### src/rtl/control_unit_fsm_pkg.sv
// Shared encodings for the control unit: FSM states, ALU opcodes and the
// instruction-class fields it decodes.
package control_unit_fsm_pkg;

    typedef enum logic [3:0] {
        StFetch0, StFetch1, StFetch2, StPcInc, StDecode,
        StExecDp, StExecBr, StMem0, StMem1, StMem2, StFault
    } state_e;

    typedef enum logic [1:0] {ClsDp, ClsMem, ClsBr, ClsUndef} iclass_e;

    localparam logic [3:0] AluAdd = 4'b0100;
    localparam logic [3:0] AluSub = 4'b0010;
    localparam logic [3:0] AluMov = 4'b1101;

    localparam int unsigned IrClassHi = 27;
    localparam int unsigned IrClassLo = 25;
    localparam int unsigned IrImmBit  = 25;
    localparam int unsigned IrOpHi    = 24;
    localparam int unsigned IrOpLo    = 21;
    localparam int unsigned IrUBit    = 23;
    localparam int unsigned IrSBit    = 20;
    localparam int unsigned IrLBit    = 20;

    function automatic iclass_e decode_class(logic [31:0] ir);
        logic [2:0] cls;
        cls = ir[IrClassHi:IrClassLo];
        if (cls[2:1] == 2'b00) return ClsDp;
        if (cls == 3'b010)     return ClsMem;
        if (cls == 3'b101)     return ClsBr;
        return ClsUndef;
    endfunction

    // TST/TEQ/CMP/CMN only set flags and never write a destination register.
    function automatic logic is_test_op(logic [3:0] op);
        return op[3:2] == 2'b10;
    endfunction

endpackage

### src/rtl/control_unit_fsm_if.sv
// Control-unit bus: instruction/handshake inputs and datapath strobes.
// master = control unit, slave = datapath/memory side.
interface control_unit_fsm_if;
    logic [31:0] ir;
    logic        mfc;
    logic        cond_ok;
    logic        mfa;
    logic        mem_rw;
    logic        mar_load;
    logic        ir_load;
    logic        load;
    logic        loadpc;
    logic        ir_cu;
    logic [3:0]  cu_rslct;
    logic [3:0]  alu_op;
    logic        alu_imm;
    logic        pc4_sel;
    logic        br_sel;
    logic        mdr_sel;
    logic        flags_load;
    logic        undef;
    logic        bus_err;

    modport master (
        input  ir, mfc, cond_ok,
        output mfa, mem_rw, mar_load, ir_load, load, loadpc, ir_cu, cu_rslct,
               alu_op, alu_imm, pc4_sel, br_sel, mdr_sel, flags_load, undef, bus_err
    );

    modport slave (
        output ir, mfc, cond_ok,
        input  mfa, mem_rw, mar_load, ir_load, load, loadpc, ir_cu, cu_rslct,
               alu_op, alu_imm, pc4_sel, br_sel, mdr_sel, flags_load, undef, bus_err
    );
endinterface

### src/rtl/mfc_wait_timer.sv
// Counts cycles spent waiting for MFC; timeout_o flags the last allowed cycle
// so the FSM can fall into FAULT when MFC still has not arrived.
module mfc_wait_timer #(
    parameter int unsigned MAX_WAIT = 15
) (
    input  logic clk,
    input  logic rst,
    input  logic clr_i,
    input  logic en_i,
    output logic timeout_o
);
    localparam logic [7:0] Limit = 8'(MAX_WAIT - 1);

    logic [7:0] cnt_q, cnt_d;

    always_comb begin
        cnt_d = cnt_q;
        if (clr_i) begin
            cnt_d = '0;
        end else if (en_i && cnt_q != 8'hff) begin
            cnt_d = cnt_q + 8'd1;
        end
    end

    always_ff @(posedge clk or posedge rst) begin
        if (rst) cnt_q <= '0;
        else     cnt_q <= cnt_d;
    end

    // The cycle that would bring the count to MAX_WAIT is the final one.
    assign timeout_o = en_i && (cnt_q >= Limit);
endmodule

### src/rtl/control_unit_fsm.sv
// Multi-cycle Moore control unit: fetch, PC increment, decode and execute of
// data-processing, LDR/STR immediate and B instructions.
module control_unit_fsm
    import control_unit_fsm_pkg::*;
#(
    parameter int unsigned MAX_WAIT = 15,
    parameter logic [3:0]  PC_REG   = 4'd15
) (
    input  logic                clk,
    input  logic                rst,
    control_unit_fsm_if.master  bus
);
    state_e  state_q, state_d;
    iclass_e iclass;
    logic    timeout;
    logic    wait_clr, wait_en;
    logic    unused_ir;

    assign iclass    = decode_class(bus.ir);
    assign wait_clr  = (state_q == StFetch2) || (state_q == StMem2);
    assign wait_en   = (state_q == StFetch1) || (state_q == StMem1);
    assign unused_ir = ^{bus.ir[31:28], bus.ir[19:0]};

    mfc_wait_timer #(
        .MAX_WAIT (MAX_WAIT)
    ) u_mfc_wait_timer (
        .clk       (clk),
        .rst       (rst),
        .clr_i     (wait_clr),
        .en_i      (wait_en),
        .timeout_o (timeout)
    );

    always_ff @(posedge clk or posedge rst) begin
        if (rst) state_q <= StFetch0;
        else     state_q <= state_d;
    end

    always_comb begin
        state_d = state_q;
        unique case (state_q)
            StFetch0: state_d = StFetch1;
            // MFC sampled on the timeout cycle still counts as success.
            StFetch1: begin
                if (bus.mfc)      state_d = StFetch2;
                else if (timeout) state_d = StFault;
            end
            StFetch2: state_d = StPcInc;
            StPcInc:  state_d = StDecode;
            StDecode: begin
                if (!bus.cond_ok) begin
                    state_d = StFetch0;
                end else begin
                    case (iclass)
                        ClsDp:   state_d = StExecDp;
                        ClsMem:  state_d = StMem0;
                        ClsBr:   state_d = StExecBr;
                        default: state_d = StFetch0;
                    endcase
                end
            end
            StExecDp, StExecBr: state_d = StFetch0;
            StMem0: state_d = StMem1;
            StMem1: begin
                if (bus.mfc)      state_d = StMem2;
                else if (timeout) state_d = StFault;
            end
            StMem2:  state_d = StFetch0;
            StFault: state_d = StFault;
            default: state_d = StFetch0;
        endcase
    end

    // Outputs are forced to their idle values while reset is held.
    always_comb begin
        bus.mfa        = 1'b0;
        bus.mem_rw     = 1'b0;
        bus.mar_load   = 1'b0;
        bus.ir_load    = 1'b0;
        bus.load       = 1'b0;
        bus.loadpc     = 1'b0;
        bus.ir_cu      = 1'b0;
        bus.cu_rslct   = PC_REG;
        bus.alu_op     = 4'b0000;
        bus.alu_imm    = 1'b0;
        bus.pc4_sel    = 1'b0;
        bus.br_sel     = 1'b0;
        bus.mdr_sel    = 1'b0;
        bus.flags_load = 1'b0;
        bus.undef      = 1'b0;
        bus.bus_err    = 1'b0;
        if (!rst) begin
            unique case (state_q)
                StFetch0: begin
                    bus.mar_load = 1'b1;
                    bus.alu_op   = AluMov;
                end
                StFetch1: begin
                    bus.mfa    = 1'b1;
                    bus.mem_rw = 1'b1;
                end
                StFetch2: begin
                    bus.mfa     = 1'b1;
                    bus.mem_rw  = 1'b1;
                    bus.ir_load = 1'b1;
                end
                StPcInc: begin
                    bus.alu_op  = AluAdd;
                    bus.pc4_sel = 1'b1;
                    bus.loadpc  = 1'b1;
                end
                StDecode: bus.undef = bus.cond_ok && (iclass == ClsUndef);
                StExecDp: begin
                    bus.ir_cu      = 1'b1;
                    bus.alu_op     = bus.ir[IrOpHi:IrOpLo];
                    bus.alu_imm    = bus.ir[IrImmBit];
                    bus.flags_load = bus.ir[IrSBit];
                    bus.load       = !is_test_op(bus.ir[IrOpHi:IrOpLo]);
                end
                StExecBr: begin
                    bus.alu_op = AluAdd;
                    bus.br_sel = 1'b1;
                    bus.loadpc = 1'b1;
                end
                StMem0: begin
                    bus.ir_cu    = 1'b1;
                    bus.alu_imm  = 1'b1;
                    bus.mar_load = 1'b1;
                    bus.alu_op   = bus.ir[IrUBit] ? AluAdd : AluSub;
                end
                StMem1: begin
                    bus.mfa    = 1'b1;
                    bus.mem_rw = bus.ir[IrLBit];
                end
                StMem2: begin
                    bus.mfa     = 1'b1;
                    bus.mem_rw  = bus.ir[IrLBit];
                    bus.ir_cu   = bus.ir[IrLBit];
                    bus.load    = bus.ir[IrLBit];
                    bus.mdr_sel = bus.ir[IrLBit];
                end
                StFault: bus.bus_err = 1'b1;
                default: ;
            endcase
        end
    end
endmodule

### src/flat_wrapper.sv
// flat-port wrapper written by rule: the top's interface ports become plain ports
module control_unit_fsm_flat import control_unit_fsm_pkg::*;
#(
    parameter int unsigned MAX_WAIT = 15,
    parameter logic [3:0]  PC_REG   = 4'd15
)
  (clk, rst, bus_ir, bus_mfc, bus_cond_ok, bus_mfa, bus_mem_rw, bus_mar_load, bus_ir_load, bus_load, bus_loadpc, bus_ir_cu, bus_cu_rslct, bus_alu_op, bus_alu_imm, bus_pc4_sel, bus_br_sel, bus_mdr_sel, bus_flags_load, bus_undef, bus_bus_err);
  control_unit_fsm_if bus_i ();
  input  logic clk;
  input  logic rst;
  input wire logic [$bits(bus_i.ir)-1:0] bus_ir;
  input wire logic [$bits(bus_i.mfc)-1:0] bus_mfc;
  input wire logic [$bits(bus_i.cond_ok)-1:0] bus_cond_ok;
  output wire logic [$bits(bus_i.mfa)-1:0] bus_mfa;
  output wire logic [$bits(bus_i.mem_rw)-1:0] bus_mem_rw;
  output wire logic [$bits(bus_i.mar_load)-1:0] bus_mar_load;
  output wire logic [$bits(bus_i.ir_load)-1:0] bus_ir_load;
  output wire logic [$bits(bus_i.load)-1:0] bus_load;
  output wire logic [$bits(bus_i.loadpc)-1:0] bus_loadpc;
  output wire logic [$bits(bus_i.ir_cu)-1:0] bus_ir_cu;
  output wire logic [$bits(bus_i.cu_rslct)-1:0] bus_cu_rslct;
  output wire logic [$bits(bus_i.alu_op)-1:0] bus_alu_op;
  output wire logic [$bits(bus_i.alu_imm)-1:0] bus_alu_imm;
  output wire logic [$bits(bus_i.pc4_sel)-1:0] bus_pc4_sel;
  output wire logic [$bits(bus_i.br_sel)-1:0] bus_br_sel;
  output wire logic [$bits(bus_i.mdr_sel)-1:0] bus_mdr_sel;
  output wire logic [$bits(bus_i.flags_load)-1:0] bus_flags_load;
  output wire logic [$bits(bus_i.undef)-1:0] bus_undef;
  output wire logic [$bits(bus_i.bus_err)-1:0] bus_bus_err;
  assign bus_i.ir = bus_ir;
  assign bus_i.mfc = bus_mfc;
  assign bus_i.cond_ok = bus_cond_ok;
  assign bus_mfa = bus_i.mfa;
  assign bus_mem_rw = bus_i.mem_rw;
  assign bus_mar_load = bus_i.mar_load;
  assign bus_ir_load = bus_i.ir_load;
  assign bus_load = bus_i.load;
  assign bus_loadpc = bus_i.loadpc;
  assign bus_ir_cu = bus_i.ir_cu;
  assign bus_cu_rslct = bus_i.cu_rslct;
  assign bus_alu_op = bus_i.alu_op;
  assign bus_alu_imm = bus_i.alu_imm;
  assign bus_pc4_sel = bus_i.pc4_sel;
  assign bus_br_sel = bus_i.br_sel;
  assign bus_mdr_sel = bus_i.mdr_sel;
  assign bus_flags_load = bus_i.flags_load;
  assign bus_undef = bus_i.undef;
  assign bus_bus_err = bus_i.bus_err;
  control_unit_fsm #(.MAX_WAIT(MAX_WAIT), .PC_REG(PC_REG)) u_core (.clk(clk), .rst(rst), .bus(bus_i));
endmodule
### config.mk
export PLATFORM = sky130hd
export DESIGN_NAME = control_unit_fsm_flat
export DESIGN_NICKNAME = d
export VERILOG_FILES = /design/src/rtl/control_unit_fsm_pkg.sv /design/src/rtl/control_unit_fsm_if.sv /design/src/rtl/mfc_wait_timer.sv /design/src/rtl/control_unit_fsm.sv /design/src/flat_wrapper.sv
export SDC_FILE = /design/constraint.sdc
export NUM_CORES = 1
export LEC_CHECK = 0
export CORE_UTILIZATION = 41
export CTS_BUF_LIST = sky130_fd_sc_hd__clkbuf_16
export DETAILED_ROUTE_END_ITERATION = 8
export PLACE_DENSITY_LB_ADDON = 0.12
export SYNTH_ARGS = -nofsm -noshare
export SYNTH_HDL_FRONTEND = slang
export SYNTH_SLANG_ARGS = --single-unit
### constraint.sdc
create_clock -name clk -period 5.6 [get_ports clk]
set_input_delay 1.68 -clock clk [delete_from_list [all_inputs] [get_ports clk]]
set_output_delay 1.68 -clock clk [all_outputs]
set_load 0.02 [all_outputs]
# Yosys cells after proc, flatten, opt, wreduce, memory -nomap -nowiden
# Index checks and enable logic that the tools add are counted.
# op_classes
addsub,1
n_lt_le_gt_ge,1
eq_ne,17
muxes,51
n_reduce_logical,16
# ops
op,count
$pmux 4 s8,1
$mux 1,30
$mux 4,5
$eq 4x3->1 const B,4
$mux 8,2
$pmux 4 s4,1
$eq 4x4->1 const B,3
$mux 2,6
$reduce_or 2->1,5
$pmux 3 s3,1
$add 8x1->8 const B,1
$eq 4x2->1 const B,2
$ge 8x4->1 const B,1
$ne 8x8->1 const B,1
$pmux 1 s2,4
$eq 2x2->1 const B,3
$eq 4x1->1 const B,1
$logic_not 2->1,2
$logic_not 4->1,1
$reduce_or 4->1,1
$eq 3x2->1 const B,1
$eq 3x3->1 const B,1
$logic_and 1x1->1,3
$mux 3,1
4 further kinds,5
# totals
ff_bits,12
input_bits,36
output_inout_bits,22
word_cells,88

# Longest topological paths before layout
# logic_depth
depth_word,12
mapped_depth,6
ltp_nobuf,6

# By module
# A second synthesis with hierarchy kept.
# unflattened
hier_cells,143
hier_area_um2,1158.6
# modules_own_cells
mod,instances,cells_each,area_each_um2,seq_area_each_um2
control_unit_fsm,1,85,613.1,100.1
mfc_wait_timer,1,58,545.5,200.2

# Worst setup path after synthesis
# No wires, ideal clock.
# synth_timing
path_type,input to output
from,input port rst
to,output port bus_load
arrival_ns,2.683
required_ns,3.920
path_slack_ns,1.237
cell_stages,2
n_path_buf,0
path_cell_list,or3_1 o31ai_1
# synth_via
elab_chain_len,1
# synth_rtl
item,line,rtl
"start, declared",flat_wrapper.sv:10,input logic rst;
$mux 1,control_unit_fsm.sv:92,if (!rst) begin
"end, declared",flat_wrapper.sv:18,output wire logic [$bits(bus_i.load)-1:0] bus_load;
# No other way between the ends.

# Worst setup path in the final report
# Ends and elaborated chain as after synthesis.

==> metrics.yaml <==
sta:
  rsz0062_at_grt: "no"
  timing.final.ws_setup_ns: 0.464
  layout_worst_path_cycle_share_pct: 91.7
  drv_slew: 0
  worst_pin_slew_ns: 0.518
  max_freq_mhz: 195
  fin_skew_ns: 0.00195
  tns_ns: 0
  hold_viol: 0
  finalCriticalPeriod_ns: 5.14
  maxSlewHeadroom_pct: 65.5
  setup_viol: 0
worst_hold_path:
  hp-class: "reg -> reg"
placement:
  dp_hpwl_um: 1830
  place.gp.congestion: 0.879
  io_buffers: 29
  place_worst_setup_slack_ns: 0.450
floorplanning:
  initial_core_util_pct: 44.4
  die_w_um: 51.4
  dieArea_um2: 2640
  boundaryPins: 58
  die_h_um: 51.4
  rows: 17
  coreArea_um2: 2250
clocking:
  cts_setup_buffers: 0
  htree_num_levels: 1
  cts_tree: "done"
  ctsResizeCount: 0
  clk_path_buf_depth: 2
  hold_buffers: 0
  cts_sinks: 12
  ctsRootBufferMaster: "clkbuf_16"
  clk_pin_slew_ns: 0.04
  clk_latency_ns: 0.24
  cts_buffers: 3
status:
  status: "complete, no violations"
critical_path:
  worstPathMaxFanout: 5
  cp-start-kind: "primary input"
  critPathRequiredTime_ns: 3.92
  cp-end-kind: "output port"
  criticalPathCategory: "in -> out"
  arrival_ns: 3.46
  r2r_setup_slack_ns: 3.90
drt:
  first_iter_violations: 23
  vias: 1023
  wl_per_cell_um: 13.7
  dr.pass1.iters: 4
  drtAntennaViolNets: 0
  drt_wl_total_um: 2500
  viasPerCell: 5.62
  drc: 0
global_routing:
  grt_max_degree: 18
  antenna_found_initial: 0
  grt_overflow_total: 0
  grt_pass1_vias: 978
  globalRouteTotalUtil_pct: 22.0
  grt_pass1_wl_um: 4380
synth:
  synth_cell_type_count: 43
  yosysSeqAreaShare_pct: 30.0
  async_reset_ff_share_pct: 100
  yosys_register_bits: 12
  synth_edf_count: 0
  syn_inst: 128
  ys_warn_count: 0
  mappedNetlistArea_um2: 1000
  synth.avg_cell_area_um2: 7.82
  ys.flop_type: "dfrtp_1"
finish:
  nNetsFinal: 194
  drive_above_1_share_pct: 5.84
  area_growth_pct: 35.3
  n_antenna_cell: 0
power:
  p_comb_share_pct: 50.0
  switching_share_pct: 44.7
  p_leak_nw: 0.540
  p_seq_share_pct: 29.0
  power_frac_clock_pct: 20.9
  p_int_w: 0.000334
  power.switching_w: 0.000270
  p_per_area_nw_per_um2: 446
  peakVddDrop_mv: 0.296
flow_run:
  cap_violations: 0
## final timing paths
path                       depth (start not counted)                                         start                                      endpoint
max                                                4                                           rst                                      bus_load
min                                                1  u_core.u_mfc_wait_timer.cnt_q[7]$_DFFE_PP0P_  u_core.u_mfc_wait_timer.cnt_q[7]$_DFFE_PP0P_
max reg2reg                                        4                   u_core.state_q[1]$_DFF_PP0_  u_core.u_mfc_wait_timer.cnt_q[0]$_DFFE_PP0P_
min reg2reg                                        1  u_core.u_mfc_wait_timer.cnt_q[7]$_DFFE_PP0P_  u_core.u_mfc_wait_timer.cnt_q[7]$_DFFE_PP0P_
max in group asynchronous                          3                                           rst  u_core.u_mfc_wait_timer.cnt_q[3]$_DFFE_PP0P_
min in group asynchronous                          3                                           rst                   u_core.state_q[3]$_DFF_PP0_
## layout make-up
cell class / instances / area [um^2]
fillers: 227 / 901
repair buffers: 30 / 298
flip-flops and latches: 12 / 300
multi-input cells: 103 / 623
inverters: 6 / 22.5
clock buffers: 3 / 75.1
well taps: 28 / 35.0
## cell usage after synthesis, types with 2 or more instances
master     count  share of area [%]
a21oi_1        9                4.5
a31oi_1        3                1.9
and3_1         2                1.2
buf_2          2                1.0
buf_4          5                3.8
clkbuf_1       2               0.75
dfrtp_1       12                 30
ha_1           2                2.5
inv_1          6                2.2
mux2i_1        2                2.0
nand2_1       15                5.6
nand3_1        8                4.0
nand4_1        2                1.2
nor2_1         8                3.0
nor2b_1        2                1.2
nor3_1        10                5.0
nor3b_1        3                2.2
o2111ai_1      2                1.8
o211ai_1       2                1.5
o21ai_0        5                2.5
o31ai_1        3                2.2
or3_1          2                1.2
## per-stage QoR
stage	hold slack (ns)	util, %	cells	power, W	area (um^2)
after floorplan	0.493	-	131	0.000382	1010
after global placement	0.520	56.7	179	0.000465	1280
after detailed placement	0.535	56.7	179	0.000473	1280
after CTS	0.540	60.0	182	0.000607	1350
after global routing	0.566	60.0	182	0.000654	1350
final	0.537	60.0	182	0.000604	1350
## critical path: stages
cell and delay (ns):
clkdlybuf4s50_1 0.44, or3_1 0.44, o31ai_1 0.25, clkdlybuf4s50_1 0.64
## kinds of logic (layout without fill, tap and decap cells)
group,count (synthesis),after routing,synth area share [%]
and+or+nand+nor,60,60,30.8
other,1,4,0.375
AOI/OAI and AO/OA,33,33,23.0
adders and majority gates,2,2,2.50
DFF,12,12,30.0
xor gates and xnor gates,2,2,2.50
buffers and inverters,16,39,8.88
muxes,2,2,2.00
## power groups by stage
stage / sequential (W) / combinational (W) / clock (W)
2_1_floorplan: 0.000136 / 0.000246 / 0
3_3_place_gp: 0.000173 / 0.000293 / 0
3_5_place_dp: 0.000175 / 0.000297 / 0
4_1_cts: 0.000174 / 0.000303 / 0.000130
5_1_grt: 0.000183 / 0.000336 / 0.000135
6_report: 0.000175 / 0.000302 / 0.000126
## state kept, by name, summed over array words and instances (netlist names)
| name | count |
|---|---|
| u_core.u_mfc_wait_timer.cnt_q | 8 |
| u_core.state_q | 4 |
## metal layers
metal,share of wire (%),up-vias,wire (um),track usage [%]
li1,-,515,-,-
met1,47,474,1170,29.0
met2,47,34,1170,36.1
met3,6.1,0,151,5.65
met4,0,0,0,4.50
met5,0,-,0,0
## placed cells by master, fill, tap and decap left out, drive strengths merged, types with 2 or more instances in the layout
cell,count
nand2b,2
nor2b,2
nor3,10
a21oi,9
o211ai,3
nand4,2
clkbuf,3
or3,2
and3,2
mux2i,2
dfrtp,12
conb,4
o2111ai,2
nand3,8
o21ai,5
nand2,15
nor3b,3
ha,2
nor2,9
clkdlybuf4s50,29
a31oi,3
o31ai,3
inv,6
xor2,2
Power figures use the tool's default switching activity.
